===== src/rtl/snake_game_ctrl.sv =====
// Snake game sequencer: phase FSM, frame-derived move tick, turn arbitration, length/score/speed tracking.
// Optional feature macro SNAKE_PAUSE_EN adds a pause input whose pulses toggle a freeze of PLAY.
module snake_game_ctrl #(
    parameter int unsigned FRAMES_PER_MOVE = 6,
    parameter int unsigned MIN_FRAMES      = 2,
    parameter int unsigned SPEEDUP_EVERY   = 4,
    parameter int unsigned MAX_LEN         = 15,
    parameter int unsigned LEN_W           = 5
) (
    input  logic             clk,
    input  logic             rst,
    input  logic             frame_start,
    input  logic             start,
    input  logic             dir_valid,
    input  logic [3:0]       dir_code,
    input  logic             ate_food,
    input  logic             collision,
`ifdef SNAKE_PAUSE_EN
    input  logic             pause,
`endif
    output logic [1:0]       state,
    output logic             move_tick,
    output logic [3:0]       dir_out,
    output logic [LEN_W-1:0] snake_len,
    output logic [15:0]      score,
    output logic             game_over,
    output logic             win_game,
    output logic             food_respawn
);

    localparam int unsigned FC_W    = 8;
    localparam int unsigned EAT_W   = 16;
    localparam int unsigned SCORE_W = 16;

    localparam logic [FC_W-1:0]    PERIOD_INIT = FC_W'(FRAMES_PER_MOVE);
    localparam logic [FC_W-1:0]    PERIOD_MIN  = FC_W'(MIN_FRAMES);
    localparam logic [EAT_W-1:0]   EAT_WRAP    = EAT_W'(SPEEDUP_EVERY);
    localparam logic [LEN_W-1:0]   LEN_MAX     = LEN_W'(MAX_LEN);
    localparam logic [SCORE_W-1:0] SCORE_MAX   = '1;
    localparam logic [3:0]         DIR_RIGHT   = 4'b1000;

    typedef enum logic [1:0] {
        S_IDLE = 2'd0,
        S_PLAY = 2'd1,
        S_OVER = 2'd2,
        S_WIN  = 2'd3
    } state_e;

    state_e             state_q, state_d;
    logic [FC_W-1:0]    frame_cnt_q, frame_cnt_d;
    logic [FC_W-1:0]    period_q, period_d;
    logic [EAT_W-1:0]   eat_cnt_q, eat_cnt_d;
    logic [LEN_W-1:0]   len_q, len_d;
    logic [SCORE_W-1:0] score_q, score_d;
    logic [3:0]         dir_q, dir_d;
    logic [3:0]         pend_q, pend_d;
    logic               tick_q, tick_d;
    logic               resp_q, resp_d;
    logic               over_q, over_d;
    logic               win_q, win_d;

    logic               frozen;
    logic               frame_hit;
    logic               dir_onehot;
    logic               dir_ok;
    logic [3:0]         dir_rev;
    logic [EAT_W-1:0]   eat_inc;

`ifdef SNAKE_PAUSE_EN
    logic pause_q, pause_d;
    assign frozen = pause_q;
`else
    assign frozen = 1'b0;
`endif

    // Reverse of a one-hot direction: swaps up<->down and left<->right.
    assign dir_rev    = {dir_q[1:0], dir_q[3:2]};
    assign dir_onehot = (dir_code != 4'd0) && ((dir_code & (dir_code - 4'd1)) == 4'd0);
    assign dir_ok     = dir_valid && dir_onehot && (dir_code != dir_q) && (dir_code != dir_rev);
    // >= keeps the counter bounded if a speed-up shortens the period mid-count.
    assign frame_hit  = (frame_cnt_q >= (period_q - FC_W'(1)));
    assign eat_inc    = eat_cnt_q + EAT_W'(1);

    always_ff @(posedge clk or negedge rst) begin
        if (!rst) begin
            state_q     <= S_IDLE;
            frame_cnt_q <= '0;
            period_q    <= PERIOD_INIT;
            eat_cnt_q   <= '0;
            len_q       <= '0;
            score_q     <= '0;
            dir_q       <= '0;
            pend_q      <= '0;
            tick_q      <= 1'b0;
            resp_q      <= 1'b0;
            over_q      <= 1'b0;
            win_q       <= 1'b0;
`ifdef SNAKE_PAUSE_EN
            pause_q     <= 1'b0;
`endif
        end else begin
            state_q     <= state_d;
            frame_cnt_q <= frame_cnt_d;
            period_q    <= period_d;
            eat_cnt_q   <= eat_cnt_d;
            len_q       <= len_d;
            score_q     <= score_d;
            dir_q       <= dir_d;
            pend_q      <= pend_d;
            tick_q      <= tick_d;
            resp_q      <= resp_d;
            over_q      <= over_d;
            win_q       <= win_d;
`ifdef SNAKE_PAUSE_EN
            pause_q     <= pause_d;
`endif
        end
    end

    always_comb begin
        state_d     = state_q;
        frame_cnt_d = frame_cnt_q;
        period_d    = period_q;
        eat_cnt_d   = eat_cnt_q;
        len_d       = len_q;
        score_d     = score_q;
        dir_d       = dir_q;
        pend_d      = pend_q;
        tick_d      = 1'b0;
        resp_d      = 1'b0;
`ifdef SNAKE_PAUSE_EN
        pause_d     = pause_q;
`endif

        unique case (state_q)
            S_PLAY: begin
`ifdef SNAKE_PAUSE_EN
                if (pause) begin
                    pause_d = ~pause_q;
                end
`endif
                if (!frozen) begin
                    // Collision dominates a same-cycle eat.
                    if (collision) begin
                        state_d = S_OVER;
                    end else if (ate_food) begin
                        if (score_q != SCORE_MAX) begin
                            score_d = score_q + SCORE_W'(1);
                        end
                        if (len_q < LEN_MAX) begin
                            len_d = len_q + LEN_W'(1);
                        end
                        if (eat_inc >= EAT_WRAP) begin
                            eat_cnt_d = '0;
                            if (period_q > PERIOD_MIN) begin
                                period_d = period_q - FC_W'(1);
                            end
                        end else begin
                            eat_cnt_d = eat_inc;
                        end
                        if (len_d == LEN_MAX) begin
                            state_d = S_WIN;
                        end else begin
                            resp_d = 1'b1;
                        end
                    end

                    if (frame_start) begin
                        if (frame_hit) begin
                            frame_cnt_d = '0;
                            if (state_d == S_PLAY) begin
                                tick_d = 1'b1;
                                if (pend_q != 4'd0) begin
                                    dir_d  = pend_q;
                                    pend_d = '0;
                                end
                            end
                        end else begin
                            frame_cnt_d = frame_cnt_q + FC_W'(1);
                        end
                    end

                    // A fresh request lands after any commit so the latest one wins.
                    if (dir_ok) begin
                        pend_d = dir_code;
                    end
                end
            end
            default: begin
                if (start) begin
                    state_d     = S_PLAY;
                    len_d       = '0;
                    score_d     = '0;
                    period_d    = PERIOD_INIT;
                    frame_cnt_d = '0;
                    dir_d       = DIR_RIGHT;
                    pend_d      = '0;
                end
            end
        endcase

`ifdef SNAKE_PAUSE_EN
        if (state_d != S_PLAY) begin
            pause_d = 1'b0;
        end
`endif
        over_d = (state_d == S_OVER);
        win_d  = (state_d == S_WIN);
    end

    assign state        = state_q;
    assign move_tick    = tick_q;
    assign dir_out      = dir_q;
    assign snake_len    = len_q;
    assign score        = score_q;
    assign game_over    = over_q;
    assign win_game     = win_q;
    assign food_respawn = resp_q;

endmodule


===== config.mk =====
export PLATFORM = sky130hd
export DESIGN_NAME = snake_game_ctrl
export DESIGN_NICKNAME = d
export VERILOG_FILES = /design/src/rtl/snake_game_ctrl.sv
export SDC_FILE = /design/constraint.sdc
export NUM_CORES = 1
export LEC_CHECK = 0
export ABC_AREA = 0
export ABC_CLOCK_PERIOD_IN_PS = 3170
export CAP_MARGIN = 15
export CORE_ASPECT_RATIO = 1.5
export CORE_UTILIZATION = 55
export CTS_BUF_LIST = sky130_fd_sc_hd__clkbuf_4
export CTS_CLUSTER_SIZE = 8
export DETAILED_ROUTE_END_ITERATION = 6
export GPL_ROUTABILITY_DRIVEN = 0
export GPL_TIMING_DRIVEN = 0
export PLACE_DENSITY = 0.85
export SLEW_MARGIN = 20
export SYNTH_ARGS = -nofsm -noshare
export SYNTH_HDL_FRONTEND = slang
export SYNTH_SLANG_ARGS = --single-unit

===== constraint.sdc =====
create_clock -name clk -period 3.17 [get_ports clk]
set_input_delay 0.634 -clock clk [delete_from_list [all_inputs] [get_ports clk]]
set_output_delay 0.634 -clock clk [all_outputs]
set_load 0.01 [all_outputs]

==> results.md, run 1 <==
- RR Endpoint: frame_cnt_q[4]$_DFFE_PN0P_
- Ys async rst share: 1.00
- R2R cell count: 12
- All-Layer GR Usage: 0.241
- Drt via density: 5.96
- Leak Pwr: 0.00189 µW
- H-tree level count: 3
- Vias: 2,982
- Clock Latency Late Sink: 0.43 ns
- Number of inserted diodes: 0
- Status: complete, no violations
- Clk buf depth: 2
- Commonest cells after routing, fill and taps aside: dfrtp_1 (65), clkdlybuf4s50_1 (40), nand2_1 (37)
- Fmax: 335 MHz
- Final period util: 0.942
- Busiest grt layer: met2
- Clk pin slew, worst setup/hold paths: 0.11 ns
- Met1 GRT Util: 0.282
- Drt drc: 0
- Detail Placement HPWL: 5.64 mm
- #FFs+latches synth: 67
- Total power draw: 2290 µW
- Final hold viol count: 0
- TritonRoute pass-1 iters: 4
- First-pass GRT wire length: 12.5 mm
- Mean post-synth cell area: 9.82 µm²
- Rows: 35
- Hold WS: 0.0903 ns
- Initial Util: 0.580
- Synth unique cells: 57
- Reg-to-Reg Start: period_q[3]$_DFFE_PN0P_
- Largest net degree at the start of global routing: 44
- Sequential area share after synthesis: 0.462
- Vias in the first global route: 2,793
- Total Wirelength: 7.72 mm
- Worst-path cell chain: nor3_2, nand2_1, nor4_1, xnor2_1, ha_1, a2111oi_2, nand2b_1, a21oi_1, o21bai_1, clkbuf_2, o21ai_0, o2bb2ai_1
- Peak VDD IR: 0.000260 V
- WL per Instance: 15.4 µm
- M2 GR Usage: 0.414
- Critical Path RT: 3.52 ns
- Final Slew Violations: 0
- Slowest-stage cell, CP: dfrtp_1
- Clock skew: 0.0165 ns
- Crit path launch type: register
- Total global routing overflow: 0
- Post-synth EDFFs: 0
- CORE AREA: 6260 µm²
- DIE HEIGHT: 102 µm
- Register area: 1680 µm²
- Ports: 42
- Clock Sinks: 67
- Tmin final: 2.99 ns
- Worst path arrival time: 3.34 ns
- Die W: 68.4 µm
- Crit path kind: reg2reg
- R2r setup slk: 0.18 ns
- Crit. End Element: register
- Tightest Pin Transition: 0.990 ns
- Max_cap viols: 0
- Commonest non-fill, non-tap cell in the layout: dfrtp_1
- Relative slew slack: 0.339
- Die Area: 6940 µm²
- Worst hold-check path type: in2async
- Nets: 447
- Placed cell area: 4160 µm²
- Critical Path Max Stage Delay: 0.46 ns
- CTS tree: done
- YS warnings: 0
- Peak fanout along the critical path: 10
- Final Setup Violations: 0
- CTS Hold Bufs: 0
- Root Buffer: clkbuf_4
- Port bufs: 41
- Finished Cell Area: 4300 µm²
- Syn Std Cell Area: 3630 µm²
- CTS buffer count: 9
- Antenna violations before repair: 0
- Ratio of cells with drive above 1 in the final layout: 0.0869
- Area growth syn-to-layout: 18.2%
- Mapped Nets: 395
- Setup Fix Bufs, Post-CTS: 0
- PostCTS Resize Cnt: 1
- Met3 Use GR: 0.0405
- Pwr/cell area: 533 nW/µm²
- Area of the multi-input gates: 1870 µm²
- Post-route ant nets: 0
- Main synth FF type: dfrtp_1
- Post-Synthesis Cells: 370
- Starting DRT DRC Count: 98
- Number of fill cells in the layout: 484
cells by family after synthesis:
group                    count (synthesis)  share of synthesized area
buffers and inverters                   25                     0.0275
AO/OA/AOI/OAI                           77                      0.150
flip-flops                              67                      0.462
AND/OR/NAND/NOR                        155                      0.232
multiplexers                             7                     0.0196
adder cells (fa/ha/maj)                 14                     0.0482
XOR/XNOR                                25                     0.0602
power by group:
part | switching (µW) | internal (µW) | leakage (µW)
combinational | 409 | 297 | 0.000905
sequential | 92.9 | 938 | 0.000909
clock | 303 | 248 | 0.0000718
cell usage after synthesis (all sizes together) (2+ instances only):
cell type | n | area, µm²
dfrtp | 65 | 1630
nand2 | 37 | 139
nor2 | 31 | 116
o21ai | 24 | 120
and2 | 14 | 90.1
ha | 14 | 175
inv | 13 | 48.8
xnor2 | 13 | 114
a21oi | 12 | 60.1
nand3 | 12 | 72.6
xor2 | 12 | 105
nand4 | 10 | 68.8
and3 | 8 | 50.1
nor3 | 8 | 40.0
clkbuf | 7 | 26.3
nor4 | 7 | 65.1
mux2i | 6 | 60.1
nand2b | 6 | 37.5
a211o | 5 | 43.8
and4 | 5 | 43.8
buf | 5 | 25.0
or2b | 5 | 37.5
a22o | 4 | 35.0
a21o | 3 | 22.5
a41oi | 3 | 26.3
nand3b | 3 | 22.5
nor2b | 3 | 18.8
o22ai | 3 | 18.8
or3 | 3 | 18.8
a2bb2oi | 2 | 23.8
a311oi | 2 | 17.5
dfstp | 2 | 52.6
nor3b | 2 | 15.0
o21a | 2 | 15.0
o21bai | 2 | 15.0
o2bb2ai | 2 | 17.5
o31a | 2 | 18.8
o31ai | 2 | 15.0
layout make-up:
| type | count | area share |
|---|---|---|
| buffer | 11 | 0.0114 |
| clock buffer | 11 | 0.0192 |
| clock inverter | 4 | 0.00990 |
| inverter | 13 | 0.0114 |
| multi-input combinational | 278 | 0.436 |
| sequential | 67 | 0.391 |
| tap | 74 | 0.0216 |
| timing repair buffer | 42 | 0.0996 |
worst max-delay path: cells and delay by family (launching register included):
kind                       cells  cell delay [ns]
AOI/OAI and AO/OA              5             1.04
xor gates and xnor gates       1             0.16
adders and majority gates      1             0.23
buffers and inverters          1             0.22
DFF                            1             0.46
and+or+nand+nor                4             0.81
worst max-delay path by stage:
stage	slack, ns	cells past startpoint	from	to
floorplan	0.51	12	period_q[1]$_DFFE_PN1P_	frame_cnt_q[3]$_DFFE_PN0P_
global placement	-0.72	1	rst	eat_cnt_q[7]$_DFFE_PN0P_
detailed placement	-0.07	13	period_q[2]$_DFFE_PN1P_	frame_cnt_q[4]$_DFFE_PN0P_
CTS	-0.04	12	period_q[2]$_DFFE_PN1P_	dir_out[0]$_DFFE_PN0P_
global route	-0.02	11	period_q[1]$_DFFE_PN1P_	pend_q[2]$_DFFE_PN0P_
finish	0.18	12	period_q[3]$_DFFE_PN0P_	frame_cnt_q[4]$_DFFE_PN0P_
through the flow:
| stage | utilization | instances | TNS [ns] | worst slack (ns) |
|---|---|---|---|---|
| CTS | 0.684 | 501 | -0.120 | -0.0373 |
| global route | 0.686 | 500 | -0.0350 | -0.0152 |
| global placement | 0.661 | 485 | -46.77 | -0.724 |
| floorplan | - | 370 | 0 | 0.507 |
| detailed placement | 0.664 | 486 | -0.516 | -0.0727 |
| finish | 0.686 | 500 | 0 | 0.183 |
flip-flops by register name, summed over array words and instances (netlist names):
name / flops
dir_out: 4
period_q: 8
state: 2
win_game: 1
game_over: 1
snake_len: 5
food_respawn: 1
frame_cnt_q: 8
move_tick: 1
score: 16
eat_cnt_q: 16
pend_q: 4
layer usage:
layer | up-vias | share of wire
li1 | 1430 | -
met1 | 1483 | 0.42
met2 | 58 | 0.52
met3 | 11 | 0.037
met4 | 0 | 0.020
met5 | - | 0
(Power assumes the default switching activity.)
==> run 2: changes to the inputs <==
Settings changed: ABC_AREA 0 to default, ABC_CLOCK_PERIOD_IN_PS 3170 to 3500.
Clock period 3.17 ns to 3.5 ns, I/O delays scaled along.
==> run 2 against run 1 <==
Net effect:
- clock power is 9.8% lower
- final cell count is 0.20% higher
- sequential power is 10% lower
- count of clock-buffer cells in the layout stayed put
- power is 9.9% lower
- critical path type unchanged
- largest power group unchanged
==> results.md, run 2 (synthesis results as in run 1) <==
- First-pass GRT wire length: 12.5 mm
- Int Power: 1340 µW
- Commonest non-fill, non-tap cell in the layout: dfrtp_1
- Critical Path RT: 3.85 ns
- Total power draw: 2060 µW
- Relative slew slack: 0.347
- Commonest cells after routing, fill and taps aside: dfrtp_1 (65), clkdlybuf4s50_1 (40), nand2_1 (37)
- Utilization after layout: 0.684
- Max_cap viols: 0
- Number of inserted diodes: 0
- Peak VDD IR: 0.000236 V
- WL per Instance: 15.2 µm
- Crit path kind: reg2reg
- Switch Pwr: 721 µW
- Ratio of cells with drive above 1 in the final layout: 0.0773
- Clk pin slew, worst setup/hold paths: 0.11 ns
- Starting DRT DRC Count: 107
- Unrepaired setup endpoints after global routing: yes
- Vias in the first global route: 2,793
- Root Buffer: clkbuf_4
- Final period util: 0.933
- Clock Sinks: 67
- Final Setup Violations: 0
- Rows: 35
- Port bufs: 41
- Setup Fix Bufs, Post-CTS: 0
- Final hold viol count: 0
- Vias: 2,974
- Worst setup margin: 0.236 ns
- Dpl cells: 486
- Post-route ant nets: 0
- Peak fanout along the critical path: 10
- Worst path arrival time: 3.61 ns
- Drt drc: 0
- Nets: 448
- TritonRoute pass-1 iters: 4
- Drt via density: 5.94
- Pwr/cell area: 482 nW/µm²
- Worst-path cell chain: clkbuf_1, nor3_1, nand2_1, nor4_1, xnor2_1, ha_1, a2111oi_0, nand2b_1, a21oi_1, o21bai_1, clkbuf_1, o21ai_0, o2bb2ai_1
- Area growth syn-to-layout: 17.8%
- Detail Placement HPWL: 5.64 mm
- Die Area: 6940 µm²
- Final std cells w/o fill: 501
- Die W: 68.4 µm
- Slowest-stage cell, CP: a2111oi_0
- Total Wirelength: 7.62 mm
- Sw Ratio: 0.349
- DIE HEIGHT: 102 µm
- CTS tree: done
- Initial Util: 0.580
- Leak Pwr: 0.00188 µW
- CORE AREA: 6260 µm²
- Tmin final: 3.26 ns
- Part of the power in registers: 0.448
- Crit. End Element: register
- H-tree level count: 3
- Clock Latency Late Sink: 0.42 ns
- Total global routing overflow: 0
- Clock power share: 0.241
- Crit path launch type: register
- CTS buffer count: 9
- Number of fill cells in the layout: 488
- Largest net degree at the start of global routing: 44
- Tightest Pin Transition: 0.978 ns
- Final Slew Violations: 0
- CTS Hold Bufs: 0
- Fmax: 306 MHz
- Status: complete, no violations
- Clk buf depth: 2
- Worst hold-check path type: in2async
- PostCTS Resize Cnt: 0
- Most frequent CP cell: clkbuf_1
- Pre-CTS setup slack: 0.257 ns
- Combinational share of power: 0.311
- Ports: 42
- Clock skew: 0.0155 ns
- All-Layer GR Usage: 0.241
- Critical Path Max Stage Delay: 0.44 ns
- Antenna violations before repair: 0
run 2: cell count changes in the layout (fill, tap and decap cells not counted), sizes merged:
cell and change:
clkbuf +1
run 2: metrics by stage:
step                 TNS [ns]  hold WS, ns  area (µm²)
floorplan                   0        0.404        3630
global placement       -29.61        0.497        4140
detailed placement          0        0.497        4160
CTS                         0        0.172        4280
global route        -0.000285        0.174        4280
finish                      0        0.163        4280
run 2: area by class of cell:
| cell class | instances | area (µm²) | share of cell area |
|---|---|---|---|
| plain buffers | 12 | 51.3 | 0.0120 |
| clock buffers | 11 | 82.6 | 0.0193 |
| clock inverters | 4 | 42.5 | 0.00994 |
| inverters | 13 | 48.8 | 0.0114 |
| multi-input cells | 278 | 1860 | 0.433 |
| flip-flops and latches | 67 | 1680 | 0.392 |
| well taps | 74 | 92.6 | 0.0216 |
| repair buffers | 42 | 428 | 0.100 |
run 2: worst paths after layout:
kind | start | endpoint | slack (ns) | depth (start not counted)
max in group asynchronous | rst | period_q[1]$_DFFE_PN1P_ | 2.74 | 2
worst max-delay path | period_q[2]$_DFFE_PN1P_ | frame_cnt_q[4]$_DFFE_PN0P_ | 0.24 | 13
worst min register to register | eat_cnt_q[14]$_DFFE_PN0P_ | eat_cnt_q[14]$_DFFE_PN0P_ | 0.53 | 1
min in group clk | eat_cnt_q[14]$_DFFE_PN0P_ | eat_cnt_q[14]$_DFFE_PN0P_ | 0.53 | 1
worst max register to register | period_q[2]$_DFFE_PN1P_ | frame_cnt_q[4]$_DFFE_PN0P_ | 0.24 | 13
worst min-delay path | rst | dir_out[0]$_DFFE_PN0P_ | 0.16 | 1
run 2: worst max-delay path, delay by kind of cell (launching register included):
kind	cells	cell delay (ns)
AOI/OAI and AO/OA	5	1.19
xor gates and xnor gates	1	0.16
adders and majority gates	1	0.22
buffers and inverters	2	0.41
DFF	1	0.38
and+or+nand+nor	4	0.84
run 2: routing by layer:
metal / vias up / track usage / share of wire
li1: 1434 / - / -
met4: 0 / 0.120 / 0.016
met2: 58 / 0.414 / 0.52
met5: - / 0 / 0
met1: 1471 / 0.282 / 0.43
met3: 11 / 0.0405 / 0.039
run 2: power by group through the flow:
stage	Combinational [µW]	Clock, µW	Sequential [µW]
floorplan	402	0	940
global placement	619	0	932
detailed placement	641	0	938
CTS	646	500	923
global route	720	538	937
finish	641	497	924
